==> config.mk <==
export PLATFORM = sky130hd
export DESIGN_NAME = cache_fill_ctrl
export DESIGN_NICKNAME = d
export VERILOG_FILES = /design/src/rtl/cache_pkg.sv /design/src/rtl/cache_valid_array.sv /design/src/rtl/cache_fill_ctrl.sv
export SDC_FILE = /design/constraint.sdc
export NUM_CORES = 1
export LEC_CHECK = 0
export ABC_AREA = 1
export CORE_UTILIZATION = 55
export DETAILED_ROUTE_END_ITERATION = 10
export PLACE_DENSITY = 0.9
export SLEW_MARGIN = 20
export SYNTH_ARGS = -nofsm -noshare
export SYNTH_HDL_FRONTEND = slang
export SYNTH_SLANG_ARGS = --single-unit
export TNS_END_PERCENT = 20
==> constraint.sdc <==
create_clock -name clk -period 2.9 [get_ports clk]
set_clock_uncertainty 0.15 [all_clocks]
set_input_delay 0.87 -clock clk [delete_from_list [all_inputs] [get_ports clk]]
set_output_delay 0.87 -clock clk [all_outputs]
set_load 0.1 [all_outputs]
==> src/rtl/cache_pkg.sv <==
// cache_pkg: shared constants, state encoding and tag-width helper for the 4-line cache.
package cache_pkg;
  localparam int INDEX_W = 2;
  localparam int LINES = 1 << INDEX_W;
  typedef enum logic [1:0] {IDLE, CHECK, FILL, RESP} state_e;
  function automatic int tag_w(input int addr_w);
    return addr_w - INDEX_W;
  endfunction
endpackage

==> src/rtl/cache_valid_array.sv <==
// cache_valid_array: per-line valid bits with async clear, single-line set and clear-all.
module cache_valid_array
  import cache_pkg::*;
(
  input  logic               clk,
  input  logic               rst_n,
  input  logic               set_i,
  input  logic [INDEX_W-1:0] set_idx_i,
  input  logic               clr_i,
  input  logic [INDEX_W-1:0] rd_idx_i,
  output logic               valid_o
);
  logic [LINES-1:0] valid_q;
  always_ff @(posedge clk or negedge rst_n)
    if (!rst_n) valid_q <= '0;
    else if (clr_i) valid_q <= '0;
    else if (set_i) valid_q[set_idx_i] <= 1'b1;
  assign valid_o = valid_q[rd_idx_i];
endmodule

==> src/rtl/cache_fill_ctrl.sv <==
// cache_fill_ctrl: direct-mapped lookup with request/ack fill from backing memory.
module cache_fill_ctrl #(
  parameter int ADDR_W  = 8,
  parameter int DATA_W  = 8,
  parameter int INDEX_W = cache_pkg::INDEX_W
) (
  input  logic              clk,
  input  logic              reset,
  input  logic              cpu_req,
  input  logic [ADDR_W-1:0] cpu_addr,
  input  logic              inv,
  output logic              busy,
  output logic              cpu_ready,
  output logic              cpu_hit,
  output logic [DATA_W-1:0] cpu_rdata,
  output logic              mem_req,
  output logic [ADDR_W-1:0] mem_addr,
  input  logic              mem_ack,
  input  logic [DATA_W-1:0] mem_rdata
);
  import cache_pkg::*;
  localparam int TAG_W = tag_w(ADDR_W);
  state_e            state_q;
  logic [ADDR_W-1:0] addr_q;
  logic [DATA_W-1:0] rdata_q;
  logic              hit_q, ready_q, mem_req_q;
  logic [TAG_W-1:0]  tag_q  [LINES];
  logic [DATA_W-1:0] data_q [LINES];
  logic [INDEX_W-1:0] idx;
  logic [TAG_W-1:0]   tag;
  logic               valid, hit, fill, clr;
  assign idx  = addr_q[INDEX_W-1:0];
  assign tag  = addr_q[ADDR_W-1:INDEX_W];
  assign hit  = valid && tag_q[idx] == tag;
  assign fill = state_q == FILL && mem_ack;
  assign clr  = state_q == IDLE && inv;
  cache_valid_array u_valid (
    .clk      (clk),
    .rst_n    (reset),
    .set_i    (fill),
    .set_idx_i(idx),
    .clr_i    (clr),
    .rd_idx_i (idx),
    .valid_o  (valid)
  );
  always_ff @(posedge clk or negedge reset)
    if (!reset) begin
      state_q   <= IDLE;
      addr_q    <= '0;
      rdata_q   <= '0;
      hit_q     <= 1'b0;
      ready_q   <= 1'b0;
      mem_req_q <= 1'b0;
    end else begin
      case (state_q)
        IDLE: if (!inv && cpu_req) begin
          addr_q  <= cpu_addr;
          state_q <= CHECK;
        end
        CHECK: if (hit) begin
          rdata_q <= data_q[idx];
          hit_q   <= 1'b1;
          ready_q <= 1'b1;
          state_q <= RESP;
        end else begin
          mem_req_q <= 1'b1;
          state_q   <= FILL;
        end
        FILL: if (mem_ack) begin
          mem_req_q <= 1'b0;
          rdata_q   <= mem_rdata;
          hit_q     <= 1'b0;
          ready_q   <= 1'b1;
          state_q   <= RESP;
        end
        default: begin
          ready_q <= 1'b0;
          state_q <= IDLE;
        end
      endcase
    end
  // Tag/data contents are meaningless until the valid bit is set, so no reset.
  always_ff @(posedge clk)
    if (fill) begin
      tag_q[idx]  <= tag;
      data_q[idx] <= mem_rdata;
    end
  assign busy      = state_q != IDLE;
  assign cpu_ready = ready_q;
  assign cpu_hit   = hit_q;
  assign cpu_rdata = rdata_q;
  assign mem_req   = mem_req_q;
  assign mem_addr  = addr_q;
endmodule

Word-level counts from Yosys, hierarchy flattened

Memory sizes are Yosys's and may differ from the RTL's.
Cells that the tools add are included.
W data, S select, Z words.

Order comparisons: 2
Eq/ne operators: 7
Multiplexer cells: 22
Bitwise gates (word level): 2
Reduce and logical (&&, ||, !) cells: 15

Operators by type and width:

| cell                 | number |
|---|---|
| $mux W8              | 2 |
| $pmux W8 S2          | 1 |
| $mux W1              | 9 |
| $reduce_and A3 Y1    | 3 |
| $mux W4              | 2 |
| $eq A6 B6 Y1         | 1 |
| $ne A2 B2 Y1 const B | 3 |
| $pmux W2 S3          | 1 |
| $reduce_bool A2 Y1   | 3 |
| $logic_and A1 B1 Y1  | 5 |
| $mux W2              | 2 |
| $or A4 B4 Y4         | 1 |
| $pmux W1 S2          | 2 |
| $reduce_and A2 Y1    | 2 |
| $lt A2 B3 Y1 const B | 1 |
| $pmux W1 S3          | 1 |
| $bmux W1 S2          | 1 |
| $demux W1 S2         | 1 |
| $eq A2 B1 Y1 const B | 1 |
| $eq A2 B2 Y1 const B | 1 |
| $ge A2 B1 Y1 const B | 1 |
| $logic_not A2 Y1     | 1 |
| $ne A2 B1 Y1 const B | 1 |
| $logic_not A1 Y1     | 1 |
| $not A1 Y1           | 1 |

Register bits: 25
Memory bits (writable): 56
Input port bits: 21
Output and inout bits: 20
Memories kept: 2

Memory list:

| name   | words | bits a word | rd ports | clocked after memory_dff | wr ports | RTL line              | source |
|---|---|---|---|---|---|---|---|
| data_q | 4     | 8           | 1        | 0                        | 1        | cache_fill_ctrl.sv:28 | `logic [DATA_W-1:0] data_q [LINES];` |
| tag_q  | 4     | 6           | 1        | 0                        | 1        | cache_fill_ctrl.sv:27 | `logic [TAG_W-1:0] tag_q [LINES];` |

Depth between registers and ports, before layout

Depth in word-level cells: 7
Gate-level depth with buffers: 16
Mapped depth without buffers: 14

Hierarchy

Synthesis repeated with hierarchy kept, for this count alone.

Cell total of the unflattened synthesis: 333
Area total of the unflattened synthesis: 3488.3 µm²

By module, submodules not included:

| module            | times used | cells an instance | area an instance (µm²) |
|---|---|---|---|
| cache_fill_ctrl   | 1          | 307               | 3290.7 |
| cache_valid_array | 1          | 26                | 197.7 |

Worst setup path after synthesis

Ideal clock, no wire load.

Path kind: flip-flop to flip-flop
Start point: register addr_q[1], in the netlist mem_addr[1]
End point: register ready_q, in the netlist cpu_ready
Library setup time: 122 ps
Arrival: 2365 ps
Setup slack: 263 ps
Stages on the path, launching flop included: 13
Clock period less this slack: 2637 ps
Path through: dfrtp_1 > clkinv_1 > nand2_1 > nand2_1 > nand2_1 > nand2_1 > nor2_1 > nand2_1 > o21bai_2 > buf_6 > nand3_2 > nand2_1 > nand2_1

Cells in the longest elaborated chain, start to end: 5
Elaborated cells on any way between the ends: 7
Classes of those cells: eq/ne: 2; mux: 2; reduce/logical: 2; memory: 1

RTL lines:

| element                                      | RTL line                                       | source |
|---|---|---|
| start: declaration                           | cache_fill_ctrl.sv:24                          | `logic [ADDR_W-1:0] addr_q;` |
| start signal: assignment                     | cache_fill_ctrl.sv:57                          | `addr_q <= cpu_addr;` |
| $mem_v2 Z4 W6 or $bmux W1 S2 (tied branches) | n/a                                            |  |
| $eq A6 B6 Y1 or $mux W1 (tied branches)      | cache_fill_ctrl.sv:34, cache_valid_array.sv:18 |  |
| $logic_and A1 B1 Y1 *                        | cache_fill_ctrl.sv:34                          | `assign hit = valid && tag_q[idx] == tag;` |
| $ne A2 B2 Y1 (no line) *                     | n/a                                            |  |
| $reduce_and A3 Y1 (no line) *                | n/a                                            |  |
| end signal: assignment                       | cache_fill_ctrl.sv:52                          | `ready_q <= 1'b0;` |
| end signal: assignment                       | cache_fill_ctrl.sv:63                          | `ready_q <= 1'b1;` |
| end signal: assignment                       | cache_fill_ctrl.sv:73                          | `ready_q <= 1'b1;` |
| end: declaration                             | cache_fill_ctrl.sv:26                          | `logic hit_q, ready_q, mem_req_q;` |

Every way passes the cells marked *; elsewhere a longest branch is shown, timed or not. The select of a mux whose other input is x is not followed.
A chain may end at the register's enable or synchronous reset.

Worst setup path in the final report

Start point: register state_q[0]
End point: output port busy

Cells in the longest elaborated chain, start to end: 1

RTL lines:

| element                  | RTL line              | source |
|---|---|---|
| start: declaration       | cache_fill_ctrl.sv:23 | `state_e state_q;` |
| start signal: assignment | cache_fill_ctrl.sv:48 | `state_q <= IDLE;` |
| start signal: assignment | cache_fill_ctrl.sv:58 | `state_q <= CHECK;` |
| start signal: assignment | cache_fill_ctrl.sv:64 | `state_q <= RESP;` |
| $reduce_bool A2 Y1       | cache_fill_ctrl.sv:88 | `assign busy = state_q != IDLE;` |
| end: declaration         | cache_fill_ctrl.sv:12 | `output logic busy,` |

Every way passes these cells.

==> flow_metrics.py <==
metrics = {
    "logic_synthesis": {
        "synth-edff-count": 56,
        "synth_cell_type_count": 26,
        "yosysTopAreaCell": "edfxtp_1",
        "syn_inst": 336,
        "synth_area_leaders": "edfxtp_1, dfrtp_1, nand2_1",
        "synth_top_area_share_pct": 48.5,
        "netlist_area_um2": 3470,
        "yosysSeqAreaShare_pct": 66.5,
        "yosys_register_bits": 81,
        "yosys_warnings": 0,
        "syn_avg_cell_area_um2": 10.3,
        "ys_async_sr_fraction_pct": 30.9,
        "synth_flop_cell": "edfxtp_1",
        "synth_nets": 361,
    },
    "critical_path": {
        "path_class": "flop to output pin",
        "cp_data_required_time_ns": 1.88,
        "crit_arrival_ns": 1.48,
        "cp-start-kind": "flop",
        "cp-end-kind": "output pin",
        "path_max_fanout": 5,
    },
    "timing": {
        "rsz0062_at_grt": "false",
        "slew_headroom_pct": 69.4,
        "fmax_ghz": 0.401,
        "setup_tns_ns": 0,
        "slew_violations": 0,
        "fin_crit_sh_pct": 86.1,
        "setup_viol": 0,
        "period_minus_slack_ns": 2.50,
        "hold_viol_final": 0,
        "worst_slew_pin_slew_ns": 0.458,
    },
    "clock_network": {
        "cts_buffers": 9,
        "clock_path_buffers": 2,
        "cts_tree": "done",
        "cts_setup_buffers": 0,
        "htree_levels": 3,
        "cts_resized": 0,
        "clkTransAtPathRegs_ns": 0.08,
        "cts_sinks": 81,
        "holdBufCountCts": 0,
        "cts_root_buffer": "clkbuf_8",
        "clk_latency_ns": 0.35,
    },
    "global_routing": {
        "grt_overflow": 0,
        "grt.total_usage_pct": 24.7,
        "grt_pass1_vias": 2564,
        "grt_max_degree": 26,
        "grt_pass1_wl_um": 11700,
        "antenna_found_initial": 0,
    },
    "routing": {
        "via_count": 2527,
        "dr.pass1.iters": 5,
        "drc": 0,
        "via_per_inst": 5.37,
        "ant_nets": 0,
        "first_iter_violations": 139,
        "wl_per_cell_um": 15.2,
        "wl_um": 7140,
    },
    "floorplanning": {
        "coreArea_um2": 5990,
        "start_util_pct": 57.9,
        "row_count": 28,
        "die_y_um": 81.4,
        "die_x_um": 81.4,
        "num_io_pins": 41,
        "die_area_um2": 6630,
    },
    "hold_path": {
        "hold_path.class": "flop to flop",
    },
    "placed_design": {
        "portBuffers": 40,
        "gp_congestion": 0.787,
        "dp_hpwl_um": 4860,
    },
    "status": {
        "status": "finished clean",
    },
    "finish": {
        "drive_gt1_share_pct": 15.7,
        "nets": 416,
        "diodes": 0,
        "syn2layout_area_growth_pct": 21.2,
    },
    "flow_run": {
        "drv_cap": 0,
    },
}
[synth_stat cells, drive strengths merged, types with 2 or more instances]
| library cell | number |
|---|---|
| dfrtp | 25 |
| a41oi | 4 |
| nand2 | 144 |
| ha | 4 |
| nand3 | 11 |
| edfxtp | 56 |
| a21oi | 13 |
| nor2 | 31 |
| buf | 6 |
| o21ai | 2 |
| inv | 17 |
| clkbuf | 4 |
| nand4 | 13 |
[metal layers]
| metal | global-route usage (%) | vias up | routed length (um) |
|---|---|---|---|
| li1 | - | 1225 | - |
| met1 | 28.4 | 1201 | 2890 |
| met2 | 43.0 | 89 | 3690 |
| met3 | 6.78 | 12 | 457 |
| met4 | 10.9 | 0 | 96 |
| met5 | 0 | - | 0 |
[layout by cell type (no fill, tap or decap), drive strengths merged, types with 13 or more instances in the layout]
cell | Yosys | final
nor2 | 31 | 31
clkdlybuf4s50 | 0 | 20
nand2 | 144 | 144
buf | 6 | 34
nand4 | 13 | 13
edfxtp | 56 | 56
clkbuf | 4 | 13
dfrtp | 25 | 25
a21oi | 13 | 13
inv | 17 | 17
[flip-flops by register name, indices dropped and copies added, names as in the netlist]
name and count:
data_q 32, tag_q 24, cpu_rdata 8, mem_addr 8, u_valid.valid_q 4, state_q 2, cpu_hit 1, cpu_ready 1
mem_req 1
[cells by family after synthesis]
logic type	after synthesis	synth area share, %
buf+inv	28	3.86
simple gates	202	24.3
flops	81	66.5
compound gates	20	3.61
mux	1	0.325
fa+ha+maj	4	1.44
[metrics by stage]
| stage | instances | utilization (%) | cell area, um^2 | setup WS, ns | hold WS (ns) |
|---|---|---|---|---|---|
| 4_1_cts | 471 | 70.2 | 4210 | 0.396 | 0.333 |
| 6_report | 471 | 70.2 | 4210 | 0.404 | 0.328 |
| 2_1_floorplan | 336 | - | 3470 | 0.263 | 0.316 |
| 3_5_place_dp | 455 | 66.4 | 3980 | 0.462 | 0.313 |
| 3_3_place_gp | 455 | 66.4 | 3980 | 0.472 | 0.307 |
| 5_1_grt | 471 | 70.2 | 4210 | 0.315 | 0.366 |
[area by class of cell]
class	count	area, um^2
well taps	75	93.8
multi-input cells	227	1030
clock inverters	3	15.0
flip-flops and latches	81	2310
clock buffers	13	213
inverters	18	67.6
repair buffers	54	480
fillers	433	1790
[critical path, cell delays in order (launching register included)]
cell     delay (ns)
dfrtp_1        0.41
inv_1          0.08
ha_1           0.23
inv_1          0.19
buf_12         0.21
[path summary, 6_finish.rpt]
path / from / end / slack (ns) / depth (start not counted)
max: state_q[0]$_DFFE_PN0P_ / busy / 0.40 / 4
min: mem_req$_DFFE_PN0P_ / mem_req$_DFFE_PN0P_ / 0.33 / 2
max reg2reg: mem_addr[0]$_DFFE_PN0P_ / cpu_rdata[4]$_DFFE_PN0P_ / 0.55 / 13
min reg2reg: mem_req$_DFFE_PN0P_ / mem_req$_DFFE_PN0P_ / 0.33 / 2
max in group asynchronous: reset / mem_addr[2]$_DFFE_PN0P_ / 1.60 / 2
min in group asynchronous: reset / cpu_rdata[7]$_DFFE_PN0P_ / 0.73 / 2
Power is left out: the tool's default activity adds up to more than one toggle a clock period on the data nets, which glitch-free logic cannot reach.
